### config.mk
export PLATFORM = sky130hd
export DESIGN_NAME = uart_autoparity_rx
export DESIGN_NICKNAME = d
export VERILOG_FILES = /design/src/rtl/uart_pkg.sv /design/src/rtl/uart_baud_tick.sv /design/src/rtl/uart_autoparity_rx.sv
export SDC_FILE = /design/constraint.sdc
export NUM_CORES = 1
export LEC_CHECK = 0
export BUFFER_PORTS_ARGS = -buffer_cell sky130_fd_sc_hd__buf_4
export CAP_MARGIN = 10
export CORE_MARGIN = 2
export CORE_UTILIZATION = 55
export DETAILED_ROUTE_END_ITERATION = 12
export PLACE_DENSITY = 0.74
export SYNTH_ARGS = -nofsm -noshare
export SYNTH_HDL_FRONTEND = slang
export SYNTH_SLANG_ARGS = --single-unit
### constraint.sdc
create_clock -name clk -period 4.9 [get_ports clk]
set_input_delay 0.735 -clock clk [delete_from_list [all_inputs] [get_ports clk]]
set_output_delay 0.735 -clock clk [all_outputs]
set_load 0.005 [all_outputs]
### src/rtl/uart_pkg.sv
// Shared UART constants: parity modes, receiver state encoding, oversample
// ratio, and the parity-check helper used by the receiver.
package uart_pkg;

  localparam logic [1:0] PAR_NONE = 2'd0;
  localparam logic [1:0] PAR_ODD  = 2'd1;
  localparam logic [1:0] PAR_EVEN = 2'd2;

  localparam int unsigned OVERSAMPLE = 16;

  typedef enum logic [2:0] {
    IDLE  = 3'd0,
    START = 3'd1,
    DATA  = 3'd2,
    PAR   = 3'd3,
    STOP  = 3'd4
  } rx_state_e;

  // True when the mode carries a parity bit (mode 3 behaves as none).
  function automatic logic has_parity(logic [1:0] mode);
    return (mode == PAR_ODD) || (mode == PAR_EVEN);
  endfunction

  // Received parity bit vs. the bit implied by the XOR of the data bits.
  function automatic logic parity_mismatch(logic [1:0] mode, logic par_bit,
                                           logic data_xor);
    logic mismatch;
    case (mode)
      PAR_EVEN: mismatch = (par_bit != data_xor);
      PAR_ODD:  mismatch = (par_bit != ~data_xor);
      default:  mismatch = 1'b0;
    endcase
    return mismatch;
  endfunction

endpackage

### src/rtl/uart_baud_tick.sv
// Oversample tick generator: mod-dvsr counter, one-cycle tick on the last
// count.
//   clk, reset_n : clock, async active-low reset
//   dvsr         : divisor in effect from the next cycle on (0 = no ticks)
//   load         : divisor is being updated; restart the count at 0
//   s_tick       : registered tick, high while counter == dvsr-1
module uart_baud_tick #(
  parameter int unsigned DVSR_W = 12
) (
  input  logic              clk,
  input  logic              reset_n,
  input  logic [DVSR_W-1:0] dvsr,
  input  logic              load,
  output logic              s_tick
);

  logic [DVSR_W-1:0] cnt_q, cnt_d;
  logic [DVSR_W-1:0] last_c;
  logic              tick_q, tick_d;

  // tick_q is precomputed from the next count so that it lines up with the
  // cycle in which cnt_q == dvsr-1.
  always_comb begin
    last_c = dvsr - DVSR_W'(1);
    cnt_d  = cnt_q + DVSR_W'(1);
    if (load || (dvsr == '0) || (cnt_q == last_c)) begin
      cnt_d = '0;
    end
    tick_d = (dvsr != '0) && (cnt_d == last_c);
  end

  always_ff @(posedge clk or negedge reset_n) begin
    if (!reset_n) begin
      cnt_q  <= '0;
      tick_q <= 1'b0;
    end else begin
      cnt_q  <= cnt_d;
      tick_q <= tick_d;
    end
  end

  assign s_tick = tick_q;

endmodule

### src/rtl/uart_autoparity_rx.sv
// 16x-oversampling UART receiver configured by the autobaud/autoparity
// detector. Receives DBIT-bit frames with none/odd/even parity.
//   clk, reset_n   : clock, async active-low reset
//   rx             : asynchronous serial input, idle high
//   baud_dvsr      : clk cycles per oversample tick
//   parity_mode    : 0 none, 1 odd, 2 even, 3 none
//   cfg_load       : capture baud_dvsr/parity_mode (deferred while busy)
//   s_tick         : oversample tick
//   dout           : last received byte
//   rx_done_tick   : one-cycle pulse, dout and flags updated
//   parity_err     : parity mismatch on the last frame
//   frame_err      : stop bit sampled low on the last frame
//   cfg_ok         : a configuration has been loaded
module uart_autoparity_rx
  import uart_pkg::*;
#(
  parameter int unsigned DVSR_W  = 12,
  parameter int unsigned DBIT    = 8,
  parameter int unsigned SB_TICK = 16
) (
  input  logic              clk,
  input  logic              reset_n,
  input  logic              rx,
  input  logic [DVSR_W-1:0] baud_dvsr,
  input  logic [1:0]        parity_mode,
  input  logic              cfg_load,
  output logic              s_tick,
  output logic [DBIT-1:0]   dout,
  output logic              rx_done_tick,
  output logic              parity_err,
  output logic              frame_err,
  output logic              cfg_ok
);

  localparam logic [3:0] S_MID  = 4'((OVERSAMPLE / 2) - 1);
  localparam logic [3:0] S_LAST = 4'(OVERSAMPLE - 1);
  localparam logic [3:0] S_STOP = 4'(SB_TICK - 1);
  localparam logic [2:0] N_LAST = 3'(DBIT - 1);

  logic              rx_s1_q, rx_s2_q;
  logic              rx_sync;

  logic [DVSR_W-1:0] dvsr_q, dvsr_d;
  logic [1:0]        mode_q, mode_d;
  logic              cfg_ok_q, cfg_ok_d;
  logic              pend_q, pend_d;
  logic [DVSR_W-1:0] pend_dvsr_q, pend_dvsr_d;
  logic [1:0]        pend_mode_q, pend_mode_d;
  logic              load_c;

  rx_state_e         state_q, state_d;
  logic [3:0]        s_q, s_d;
  logic [2:0]        n_q, n_d;
  logic [DBIT-1:0]   b_q, b_d;
  logic              p_q, p_d;
  logic [DBIT-1:0]   dout_q, dout_d;
  logic              done_q, done_d;
  logic              perr_q, perr_d;
  logic              ferr_q, ferr_d;

  assign rx_sync = rx_s2_q;

  // Config latch: immediate when idle, otherwise parked until the FSM idles.
  always_comb begin
    dvsr_d      = dvsr_q;
    mode_d      = mode_q;
    cfg_ok_d    = cfg_ok_q;
    pend_d      = pend_q;
    pend_dvsr_d = pend_dvsr_q;
    pend_mode_d = pend_mode_q;
    load_c      = 1'b0;
    if (cfg_load && (state_q == IDLE)) begin
      dvsr_d   = baud_dvsr;
      mode_d   = parity_mode;
      cfg_ok_d = 1'b1;
      pend_d   = 1'b0;
      load_c   = 1'b1;
    end else if (cfg_load) begin
      pend_d      = 1'b1;
      pend_dvsr_d = baud_dvsr;
      pend_mode_d = parity_mode;
    end else if (pend_q && (state_q == IDLE)) begin
      dvsr_d   = pend_dvsr_q;
      mode_d   = pend_mode_q;
      cfg_ok_d = 1'b1;
      pend_d   = 1'b0;
      load_c   = 1'b1;
    end
  end

  // Tick generator sees the divisor that will be live next cycle.
  uart_baud_tick #(
    .DVSR_W (DVSR_W)
  ) u_baud_tick (
    .clk     (clk),
    .reset_n (reset_n),
    .dvsr    (dvsr_d),
    .load    (load_c),
    .s_tick  (s_tick)
  );

  // Receive FSM next-state and output logic.
  always_comb begin
    state_d = state_q;
    s_d     = s_q;
    n_d     = n_q;
    b_d     = b_q;
    p_d     = p_q;
    dout_d  = dout_q;
    done_d  = 1'b0;
    perr_d  = perr_q;
    ferr_d  = ferr_q;
    case (state_q)
      IDLE: begin
        if (cfg_ok_q && !rx_sync) begin
          state_d = START;
          s_d     = '0;
        end
      end
      START: begin
        if (s_tick) begin
          if (s_q == S_MID) begin
            if (!rx_sync) begin
              state_d = DATA;
              s_d     = '0;
              n_d     = '0;
            end else begin
              state_d = IDLE;
            end
          end else begin
            s_d = s_q + 4'd1;
          end
        end
      end
      DATA: begin
        if (s_tick) begin
          if (s_q == S_LAST) begin
            b_d = {rx_sync, b_q[DBIT-1:1]};
            s_d = '0;
            if (n_q == N_LAST) begin
              state_d = has_parity(mode_q) ? PAR : STOP;
            end else begin
              n_d = n_q + 3'd1;
            end
          end else begin
            s_d = s_q + 4'd1;
          end
        end
      end
      PAR: begin
        if (s_tick) begin
          if (s_q == S_LAST) begin
            p_d     = rx_sync;
            s_d     = '0;
            state_d = STOP;
          end else begin
            s_d = s_q + 4'd1;
          end
        end
      end
      STOP: begin
        if (s_tick) begin
          if (s_q == S_STOP) begin
            state_d = IDLE;
            done_d  = 1'b1;
            dout_d  = b_q;
            ferr_d  = ~rx_sync;
            perr_d  = parity_mismatch(mode_q, p_q, ^b_q);
          end else begin
            s_d = s_q + 4'd1;
          end
        end
      end
      default: state_d = IDLE;
    endcase
  end

  always_ff @(posedge clk or negedge reset_n) begin
    if (!reset_n) begin
      rx_s1_q     <= 1'b1;
      rx_s2_q     <= 1'b1;
      dvsr_q      <= '0;
      mode_q      <= PAR_NONE;
      cfg_ok_q    <= 1'b0;
      pend_q      <= 1'b0;
      pend_dvsr_q <= '0;
      pend_mode_q <= PAR_NONE;
      state_q     <= IDLE;
      s_q         <= '0;
      n_q         <= '0;
      b_q         <= '0;
      p_q         <= 1'b0;
      dout_q      <= '0;
      done_q      <= 1'b0;
      perr_q      <= 1'b0;
      ferr_q      <= 1'b0;
    end else begin
      rx_s1_q     <= rx;
      rx_s2_q     <= rx_s1_q;
      dvsr_q      <= dvsr_d;
      mode_q      <= mode_d;
      cfg_ok_q    <= cfg_ok_d;
      pend_q      <= pend_d;
      pend_dvsr_q <= pend_dvsr_d;
      pend_mode_q <= pend_mode_d;
      state_q     <= state_d;
      s_q         <= s_d;
      n_q         <= n_d;
      b_q         <= b_d;
      p_q         <= p_d;
      dout_q      <= dout_d;
      done_q      <= done_d;
      perr_q      <= perr_d;
      ferr_q      <= ferr_d;
    end
  end

  assign dout         = dout_q;
  assign rx_done_tick = done_q;
  assign parity_err   = perr_q;
  assign frame_err    = ferr_q;
  assign cfg_ok       = cfg_ok_q;

endmodule

==> metrics.txt, run 1 <==
status finished, final reports clean; DR WL/cell 16.9 um; # IOs 31; DIE WIDTH 93.6 um; Post-CTS Hold Fix Bufs 0; # DRC 0; worst path cell trace buf_4 > or3_1 > a221oi_2 > nand3_1 > nor4_4 > xnor2_1 > or4_4 > o21ai_4 > nor4b_2 > nor2_1 > a2111oi_2; CTS tree done; number of antenna violations at the first check in global routing 0; DR vias/cell ~6; Slew @ Worst Pin 0.944 ns; Total GRT Usage 0.245; count of cell types in the netlist 71; Comb pwr share 0.496; minimum clock period after layout 4.37 ns; Port Buf Inserts 30; Max rail drop VDD 0.349 mV; Post-CTS Resized 0; Final Max Slew Viols 0; Clock Path Buffers 2; reg2reg start state_q[0]; Post-Synthesis Mean Instance Area 9.65 um2; family with the most delay on the worst path simple AND/OR/NAND/NOR gates; Synth Register Bits 75; nets@finish 511; Fillers 668; Routed Antenna Nets 0; final clock skew 0.0103 ns; slowest library cell on the worst path a221oi_2; postcts setup bufs 0; CP Launch Point state_q[0]; Initial Util 0.568; Post-Syn Nets a little under 500; hold path start rx_s1_q; fmax between 0.2 and 0.25 GHz; Worst-Skew Late Latency 0.37 ns; Post-Syn Area 4410 um2; Flop pwr share 0.327; most frequent cells in the layout dfrtp_1, nand2_1, buf_4; vias 3548; dpl hpwl approximately 7300 um; WP data arrival 4.64 ns; First DRT Iteration DRCs approximately 170; Pwr Total around 2.8 mW; Die ar. approximately 8800 um2; Sw Ratio 0.441; # diodes 0; Top FF cell, synth dfrtp_1; Tcrit/Tclk final 0.892; clock-pin slew on the worst setup and hold paths 0.09 ns; Seq/Total Area, Yosys 0.426; First-pass DRT Iterations 4; critical path buffer and inverter count 1; crit end category flop; yosys synthesis warning count 0; final hold vios 0; RSZ-0062 raised after global routing no; crit-path max FO 19; Req. time, crit path 5.17 ns; Root Buffer clkbuf_8; Gate Count Post-Synth 457; Worst setup SP type flop; total CTS buffers 9; HP Class reg2reg; Critical Path Max Stage Delay about 0.60 ns; internal power 1.55 mW; wirelength, routed a little over 10000 um; vias in the first global route 3465; total leakage power approximately 2.2 nW; # setup viols final 0; setup TNS 0 ns; CP Class reg2reg; Post-synth ARST share 1.00; clock power share 0.177; layout cells sized above 1 0.203; grt ovf 0; Final GP Congestion about 0.86; row count 32; first-pass GRT wire length 16800 um; largest net degree at the start of global routing 76; max_slew headroom 0.371; number of synthesized flops with an enable pin 0; P_sw 1.22 mW; die height 93.6 um; clock sink count 75; most common cell after layout, fill and taps aside dfrtp_1; total power divided by cell area 560 nW/um2; max_cap viols 0; H-tree depth 3; core area ~7800 um2; Layout Area Growth over Synthesis 12.0%
-- registers in the layout (all words and copies together), names as in the netlist, 3 cells and up --
signal and flops:
u_baud_tick.cnt_q 12, state_q 3, dvsr_q 12, b_q 8, pend_dvsr_q 12, dout 8
s_q 4, n_q 3
-- area by class of cell --
class	count	area [um2]	area share
clock buffer	9	124	0.0251
tap	102	128	0.0258
inverter	12	47.5	0.00962
timing repair buffer	38	285	0.0577
sequential	75	1880	0.380
multi-input combinational	351	2400	0.486
clock inverter	7	76.3	0.0154
-- Yosys cell counts, types with 3 or more instances --
library cell	n	share of area
dfrtp_1	73	0.41
nand2_1	48	0.041
nor2_1	37	0.031
xnor2_1	29	0.058
mux2_2	25	0.064
a21oi_1	19	0.022
nand3_1	18	0.020
o21ai_0	18	0.020
o22ai_1	15	0.021
clkbuf_1	12	0.010
xor2_1	12	0.024
inv_1	10	0.0085
nor3_1	10	0.011
nor2b_1	8	0.011
ha_1	6	0.017
nand2b_1	6	0.0085
nor3b_1	6	0.010
a22oi_1	5	0.0085
and2_1	5	0.0071
nand4_1	5	0.0071
or3_1	5	0.0071
a21o_1	4	0.0068
a31oi_1	4	0.0057
buf_2	4	0.0045
nor4_1	4	0.0057
nor4b_1	4	0.0079
or2_2	4	0.0057
a22o_1	3	0.0060
and4_1	3	0.0060
-- worst paths after layout --
path / cells after the start / slack (ns) / to
max reg2reg: 11 / 0.53 / u_baud_tick.s_tick
max: 11 / 0.53 / u_baud_tick.s_tick
min reg2reg: 0 / 0.36 / rx_s2_q
max in group asynchronous: 1 / 3.79 / u_baud_tick.cnt_q[6]
min in group asynchronous: 1 / 0.49 / rx_done_tick
min: 0 / 0.36 / rx_s2_q
-- kinds of logic after synthesis --
kind of cell | Yosys count | share of synthesized area
XOR/XNOR | 42 | 0.0865
AO/OA/AOI/OAI | 99 | 0.157
buffers and inverters | 31 | 0.0298
adder cells (fa/ha/maj) | 6 | 0.0170
multiplexers | 26 | 0.0661
AND/OR/NAND/NOR | 178 | 0.217
flip-flops | 75 | 0.426
-- metal layers --
layer,track usage,wire length (um),vias up
met2,0.420,5070,81
met4,0.0990,231,0
li1,-,-,1721
met3,0.0330,334,17
met1,0.313,4430,1729
met5,0,0,-
-- worst register-to-register path: stages (launching register included) --
cell and delay, ns:
dfrtp_1 0.49, buf_4 0.21, or3_1 0.57, a221oi_2 0.60, nand3_1 0.25, nor4_4 0.37
xnor2_1 0.16, or4_4 0.54, o21ai_4 0.40, nor4b_2 0.29, nor2_1 0.10, a2111oi_2 0.27
-- power groups by stage --
stage	Sequential, mW	Clock (mW)	Combinational [mW]
after floorplan	0.855	0	1.07
after global placement	0.908	0	1.32
after detailed placement	0.914	0	1.35
after CTS	0.902	0.499	1.36
after global routing	0.925	0.520	1.51
final	0.906	0.490	1.37
-- metrics by stage --
step	hold slack (ns)	worst slack, ns	utilization	instance area [um2]	instances
floorplan	0.345	0.979	-	4410	457
finish	0.363	0.530	0.636	4940	594
CTS	0.363	0.557	0.636	4940	594
global route	0.370	0.196	0.636	4940	594
global placement	0.347	0.413	0.610	4740	578
detailed placement	0.349	0.301	0.610	4740	578
No activity file was read; power rests on OpenSTA's default activity.
==> run 2, diff against run 1 <==
PLACE_DENSITY = unset   (was 0.74)
PLACE_DENSITY_LB_ADDON = 0.15   (was unset)
==> run 2 against run 1 <==
Final area is 0.38% higher. Largest cell class unchanged. Largest power group unchanged. Via count is 0.79% lower. Maximum frequency decreased by 0.72%. Non-clock buffer count is the same. Power is 1.0% higher. First-iteration DRC count shrank 9.6%. Hold slack got worse by 0.0028 ns. Sequential share of layout area shrank 0.14 points. Clock power increased by 7.1%.
==> metrics.txt, run 2 (synthesis gave the netlist of run 1 again) <==
total power divided by cell area about 560 nW/um2; # diodes 0; minimum clock period after layout 4.40 ns; Post-CTS Resized 0; # DRC 0; setup TNS 0 ns; Die ar. 8750 um2; Largest regs dvsr_q: 12 flops, pend_dvsr_q: 12 flops, u_baud_tick.cnt_q: 12 flops; RSZ-0062 raised after global routing no; DR vias/cell 5.93; Initial Util 0.568; fmax 0.227 GHz; Req. time, crit path 5.14 ns; vias in the first global route 3474; most common cell after layout, fill and taps aside dfrtp_1; die height 93.6 um; Max rail drop VDD 0.357 mV; number of antenna violations at the first check in global routing 0; setup ws final 0.499 ns; DIE WIDTH 93.6 um; crit end category flop; nets@finish roughly 510; First-pass DRT Iterations 4; # IOs 31; status finished, final reports clean; most frequent cells in the layout dfrtp_1, nand2_1, buf_4; Fin Hold WS 0.360 ns; total leakage power 2.16 nW; dpl hpwl 7180 um; clock-pin slew on the worst setup and hold paths 0.09 ns; final non-filler cell area 4960 um2; crit-path max FO 19; # setup viols final 0; layout cells sized above 1 0.203; postcts setup bufs 0; Final Max Slew Viols 0; Total GRT Usage 0.244; final hold vios 0; HP Class reg2reg; DP Area 4740 um2; H-tree depth 3; DR WL/cell 16.7 um; Util after Layout 0.639; Routed Antenna Nets 0; clock sink count 75; First DRT Iteration DRCs 150; Post-CTS Hold Fix Bufs 0; CP Class reg2reg; core area 7770 um2; Final GP Congestion 0.890; vias between 3000 and 4000; Layout Area Growth over Synthesis 12.4%; final clock skew 0.0154 ns; Worst-Skew Late Latency 0.36 ns; total CTS buffers 9; Root Buffer clkbuf_8; Critical Path Max Stage Delay 0.60 ns; slowest library cell on the worst path a221oi_2; largest net degree at the start of global routing 76; row count 32; worst path cell trace buf_4 > or3_1 > a221oi_2 > nand3_1 > nor4_4 > xnor2_1 > or4_4 > o21ai_4 > nor4b_2 > nor2_1 > a2111oi_2; grt ovf 0; max_cap viols 0; DP Worst Slack 0.260 ns; Tcrit/Tclk final 0.898; Port Buf Inserts 30; Clock Path Buffers 2; CTS tree done; wirelength, routed 9910 um; Slew @ Worst Pin 0.930 ns; Worst setup SP type flop; max_slew headroom 0.380; first-pass GRT wire length 16600 um; WP data arrival 4.65 ns
==> run 2: changes by cell type in the layout (fill, tap and decap cells not counted), sizes merged <==
| cell | before | now |
|---|---|---|
| inv | 16 | 14 |
| clkinv | 3 | 2 |
| clkbuf | 9 | 11 |
| bufinv | 0 | 1 |
==> run 2: layer usage <==
metal / part of all wire / track usage / vias to the layer above
met2: 0.50 / 0.415 / 76
met5: 0 / 0 / -
li1: - / - / 1722
met1: 0.44 / 0.304 / 1700
met4: 0.026 / 0.107 / 0
met3: 0.031 / 0.0427 / 22
==> run 2: where the power goes <==
part | internal (mW) | switching, mW | total, mW
sequential | 0.760 | 0.139 | 0.899
combinational | 0.585 | 0.788 | 1.37
clock | 0.271 | 0.254 | 0.525
==> run 2: critical path, delay by kind of cell (launching register included) <==
| family | cells | cell delay [ns] |
|---|---|---|
| AO/OA/AOI/OAI | 3 | 1.29 |
| AND/OR/NAND/NOR | 6 | 2.14 |
| buffers and inverters | 1 | 0.21 |
| flip-flops | 1 | 0.48 |
| XOR/XNOR | 1 | 0.16 |
==> run 2: worst paths after layout <==
kind                       slack [ns]  cells past startpoint              endpoint       start
setup / recovery                 0.50                     11    u_baud_tick.s_tick  state_q[0]
hold / removal                   0.36                      0               rx_s2_q     rx_s1_q
setup reg to reg                 0.50                     11    u_baud_tick.s_tick  state_q[0]
hold reg to reg                  0.36                      0               rx_s2_q     rx_s1_q
max in group asynchronous        3.79                      1  u_baud_tick.cnt_q[7]     reset_n
min in group asynchronous        0.50                      1               dout[4]     reset_n
==> run 2: area by class of cell <==
type / instances / area [um2]
tap: 102 / 128
timing repair buffer: 38 / 285
multi-input combinational: 351 / 2400
sequential: 75 / 1880
clock buffer: 11 / 151
fill: 679 / 2810
inverter: 12 / 47.5
clock inverter: 5 / 67.6
==> run 2: through the flow <==
step           std cells  power, mW
2_1_floorplan        457       1.93
3_3_place_gp         578       2.23
3_5_place_dp         578       2.26
4_1_cts              594       2.79
5_1_grt              594       3.00
6_report             594       2.80
